[src/rtl/bcd_mod_timer.sv]
// Multi-digit BCD counter with programmable modulus, up/down/one-shot modes,
// parallel load with clamping, and registered wrap/done pulses for cascading.
module bcd_mod_timer #(
    parameter int DIGITS  = 2,
    parameter int MAX_VAL = 59
) (
    input  logic                  clk,
    input  logic                  rst,
    input  logic                  tick,
    input  logic                  clr,
    input  logic                  load,
    input  logic [4*DIGITS-1:0]   load_val,
    input  logic [1:0]            mode,
    output logic [4*DIGITS-1:0]   count,
    output logic                  wrap,
    output logic                  done,
    output logic                  running,
    output logic                  load_err
);

    localparam int W = 4 * DIGITS;

    localparam logic [1:0] MODE_UP   = 2'b00;
    localparam logic [1:0] MODE_DOWN = 2'b01;
    localparam logic [1:0] MODE_ONE  = 2'b10;

    typedef enum logic [1:0] {
        IDLE = 2'b00,
        RUN  = 2'b01,
        DONE = 2'b10
    } state_t;

    function automatic logic [W-1:0] to_bcd(input int val);
        int           v;
        logic [W-1:0] r;
        v = val;
        r = '0;
        for (int i = 0; i < DIGITS; i++) begin
            r[4*i +: 4] = 4'(v % 10);
            v           = v / 10;
        end
        return r;
    endfunction

    localparam logic [W-1:0] MAX_BCD = to_bcd(MAX_VAL);
    localparam logic [W-1:0] ONE_BCD = to_bcd(1);

    function automatic logic [W-1:0] bcd_inc(input logic [W-1:0] v);
        logic [W-1:0] r;
        logic         carry;
        r     = v;
        carry = 1'b1;
        for (int i = 0; i < DIGITS; i++) begin
            if (carry) begin
                if (v[4*i +: 4] == 4'd9) begin
                    r[4*i +: 4] = 4'd0;
                end else begin
                    r[4*i +: 4] = v[4*i +: 4] + 4'd1;
                    carry       = 1'b0;
                end
            end
        end
        return r;
    endfunction

    function automatic logic [W-1:0] bcd_dec(input logic [W-1:0] v);
        logic [W-1:0] r;
        logic         borrow;
        r      = v;
        borrow = 1'b1;
        for (int i = 0; i < DIGITS; i++) begin
            if (borrow) begin
                if (v[4*i +: 4] == 4'd0) begin
                    r[4*i +: 4] = 4'd9;
                end else begin
                    r[4*i +: 4] = v[4*i +: 4] - 4'd1;
                    borrow      = 1'b0;
                end
            end
        end
        return r;
    endfunction

    // With every digit valid, a plain unsigned compare orders BCD values correctly.
    function automatic logic bcd_legal(input logic [W-1:0] v);
        logic ok;
        ok = 1'b1;
        for (int i = 0; i < DIGITS; i++) begin
            if (v[4*i +: 4] > 4'd9) ok = 1'b0;
        end
        return ok && (v <= MAX_BCD);
    endfunction

    state_t        state, state_d;
    logic [W-1:0]  count_d;
    logic          wrap_d, done_d, err_d;

    always_comb begin
        count_d = count;
        wrap_d  = 1'b0;
        done_d  = 1'b0;
        err_d   = load_err;
        state_d = state;

        if (clr) begin
            count_d = '0;
            err_d   = 1'b0;
            state_d = IDLE;
        end else if (load) begin
            if (bcd_legal(load_val)) begin
                count_d = load_val;
                err_d   = 1'b0;
            end else begin
                count_d = MAX_BCD;
                err_d   = 1'b1;
            end
            if (mode == MODE_ONE && count_d != '0) state_d = RUN;
            else                                   state_d = IDLE;
        end else begin
            if (mode != MODE_ONE) state_d = IDLE;
            if (tick) begin
                case (mode)
                    MODE_UP: begin
                        if (count == MAX_BCD) begin
                            count_d = '0;
                            wrap_d  = 1'b1;
                        end else begin
                            count_d = bcd_inc(count);
                        end
                    end
                    MODE_DOWN: begin
                        if (count == '0) begin
                            count_d = MAX_BCD;
                            wrap_d  = 1'b1;
                        end else begin
                            count_d = bcd_dec(count);
                        end
                    end
                    MODE_ONE: begin
                        // Only RUN counts; IDLE and DONE hold the value.
                        if (state == RUN) begin
                            if (count <= ONE_BCD) begin
                                count_d = '0;
                                done_d  = 1'b1;
                                state_d = DONE;
                            end else begin
                                count_d = bcd_dec(count);
                            end
                        end
                    end
                    default: ;
                endcase
            end
        end
    end

    always_ff @(posedge clk or negedge rst) begin
        if (!rst) begin
            state    <= IDLE;
            count    <= '0;
            wrap     <= 1'b0;
            done     <= 1'b0;
            running  <= 1'b0;
            load_err <= 1'b0;
        end else begin
            state    <= state_d;
            count    <= count_d;
            wrap     <= wrap_d;
            done     <= done_d;
            running  <= (state_d == RUN);
            load_err <= err_d;
        end
    end

endmodule

[config.mk]
export PLATFORM = sky130hd
export DESIGN_NAME = bcd_mod_timer
export DESIGN_NICKNAME = d
export VERILOG_FILES = /design/src/rtl/bcd_mod_timer.sv
export SDC_FILE = /design/constraint.sdc
export NUM_CORES = 1
export LEC_CHECK = 0
export CAP_MARGIN = 20
export CORE_MARGIN = 2
export CORE_UTILIZATION = 49
export DETAILED_ROUTE_END_ITERATION = 8
export PLACE_DENSITY = 0.82
export SLEW_MARGIN = 0
export SYNTH_ARGS = -nofsm -noshare
export SYNTH_HDL_FRONTEND = slang
export SYNTH_SLANG_ARGS = --single-unit
[constraint.sdc]
create_clock -name clk -period 2.9 [get_ports clk]
set_clock_uncertainty 0.15 [all_clocks]
set_input_delay 0.58 -clock clk [delete_from_list [all_inputs] [get_ports clk]]
set_output_delay 0.58 -clock clk [all_outputs]
set_load 0.1 [all_outputs]
==> results.md <==
- Status: finished, final reports clean
- DRC: 0
- Post-route ant nets: 0
- Filler cell count in the final layout: about 190
- H-tree depth: 1
- Clock sinks: 14
- Sequential share of power: 0.314
- Crit path max fanout: 9
- Hold Path Stages: 1
- Synth Flop Type: dfrtp_1
- Arr. time, crit path: around 2.7 ns
- CP Class: in2reg
- Critical Path RT: 2.94 ns
- Core box area: 2280 um^2
- Number of global-route vias before repair: 1189
- Antenna violations before repair: 0
- GR Layer Usage met1: 0.351
- Worst setup EP type: flop
- Root Driver: clkbuf_4
- Flops & latches, synth: 14
- 1st-iter DRT viols: between 40 and 50
- Post-CTS setup buffers: 0
- Detailed-route vias per instance: 6.26
- Total Wirelength: 3.42 mm
- Rows: 17
- Power Internal: between 0.4 and 0.5 mW
- Yosys top cell area share: 0.290
- Pin count of the biggest net entering global routing: 15
- Synth-to-Final Area Change: 30.6%
- Wirelength per Cell: between 15 and 20 um
- Via Count: about 1400
- Post-Syn Area per Cell: about 7.7 um^2
- Die H: roughly 54 um
- NetSw: between 0.3 and 0.4 mW
- HPWL after DPL: roughly 2.6 mm
- Clock transition at path regs: 0.09 ns
- First-pass GRT wire length: about 5.3 mm
- Fmax: ~380 MHz
- Sw Share: 0.430
- Chip width: approximately 54 um
- N_diodes: 0
- Pre-CTS setup slack: -0.0162 ns
- Pwr per Cell Area: ~450 nW/um^2
- Routability cong.: around 0.96
- Final hold violations: 0
- First-pass DRT Iterations: 5
- CTS Buffer Depth: 2
- Async S/R FF share, synth: 1.00
- Post-layout min period: between 2 and 3 ns
- Fin worst setup slack: ~0.26 ns
- Nets: 209
- Global-route track usage on met3: 0.0444
- Max-slew headroom: 0.507
- Setup TNS after final layout: 0 ns
- Post-CTS sizing: 0
- Startpoint Class: primary input
- Seq/Total Area, Yosys: 0.290
- Grt total ovfl: 0
- Layout cells sized above 1: 0.211
- Synth cell count leaders: dfrtp_1, nand2_1, nor2_1
- Synthesized net count: about 170
- CTS tree: built
- Hold buffer count at cts: 0
- VDD IR max: 414 uV
- Endpoints failing setup: 0
- Distinct cells, synth: 52
- Largest cells by area after synthesis: dfrtp_1, nand2_1, a31oi_1
- RSZ-0062 raised after global routing: false
- Met2 usage: 0.411
- Slew Viols, Final: 0
- Final period utilization: 0.910
- Clk Latency, worst-skew pair: just under 0.3 ns
- Worst hold path class: reg2reg
- Warnings from Yosys: 0
- Number of flops mapped to enable cells by yosys: 0
- Worst r2r path cells: 5
- Leak: just under 0.7 nW
- GRT busiest layer: met2
- Number of CTS-inserted buffers: 3
- Post-Synthesis Cells: 156
- Die ar.: 2880 um^2
- Global-route usage over all layers: 0.253
- Worst slew pin tran: 0.733 ns
- Part of the power in the clock network: 0.202
- Largest area contributor in the netlist: dfrtp_1
- Max-cap viol count: 0
- Gate power share: 0.484
- Synthesized area: 1210 um^2
- Starting Density: 0.531
- I/O pin count: 27
- Port Buffer Count: 26
placed cells by master, fill, tap and decap left out, drive strengths merged, types with 2 or more instances in the layout:
master and n:
buf 27, nand2 14, dfrtp 14, clkdlybuf4s50 14
nor2 13, o21ai 12, inv 10, nor3 9
a31oi 8, a21oi 6, nand3 5, nor2b 4
clkbuf 4, o31ai 3, a211oi 3, ha 3
o41ai 2, nor4 2, a31o 2, nand2b 2
and3 2, or4 2, a21o 2, a211o 2
o22a 2
power by group through the flow:
| stage | clock network, mW | logic (mW) | registers [mW] |
|---|---|---|---|
| after floorplan | 0 | 0.149 | 0.309 |
| after global placement | 0 | 0.338 | 0.226 |
| after detailed placement | 0 | 0.340 | 0.227 |
| after CTS | 0.145 | 0.341 | 0.224 |
| after global routing | 0.150 | 0.366 | 0.226 |
| final | 0.144 | 0.345 | 0.224 |
flip-flops by register name (all words and copies together), names as in the netlist:
name      count
count         8
done          1
state         2
running       1
load_err      1
wrap          1
metrics by stage:
stage          cell area, um^2  hold WS [ns]   util  cells  power (mW)
2_1_floorplan             1210         0.134      -    156       0.459
3_3_place_gp              1540         0.320  0.678    214       0.564
3_5_place_dp              1540         0.330  0.678    214       0.567
4_1_cts                   1580         0.346  0.694    218       0.710
5_1_grt                   1580         0.374  0.694    218       0.743
6_report                  1580         0.344  0.694    218       0.713
cell families after synthesis:
family	share of synthesized area
AOI/OAI and AO/OA	0.334
buffers and inverters	0.0673
xor gates and xnor gates	0.00725
muxes	0.00828
adders and majority gates	0.0311
DFF	0.290
and+or+nand+nor	0.262
per-layer routing:
layer	vias up	share of wire	wire length, um
met1	630	0.46	1560
met3	2	0.076	260
li1	659	-	-
met4	0	0.0061	21
met5	-	0	0
met2	74	0.46	1580
cell type report:
| class | count | area [um^2] | area share |
|---|---|---|---|
| well taps | 28 | 35.0 | 0.0222 |
| inverters | 10 | 37.5 | 0.0238 |
| repair buffers | 41 | 343 | 0.217 |
| clock buffers | 4 | 36.3 | 0.0230 |
| flip-flops and latches | 14 | 350 | 0.222 |
| multi-input cells | 121 | 777 | 0.492 |
critical path: stages:
cell and delay (ns):
clkdlybuf4s50_1 0.48, inv_1 0.06, ha_1 0.27, o21ai_0 0.51, mux2i_1 0.16, a221o_1 0.35
a32o_1 0.25
path summary, 6_finish.rpt:
| check | end | slack (ns) | from |
|---|---|---|---|
| worst min register to register | done | 0.34 | state[1] |
| min in group asynchronous | load_err | 0.52 | rst |
| worst max-delay path | count[3] | 0.26 | mode[1] |
| max in group asynchronous | count[4] | 1.67 | rst |
| worst max register to register | count[1] | 0.36 | count[7] |
| worst min-delay path | done | 0.34 | state[1] |
Power figures use the tool's default switching activity.
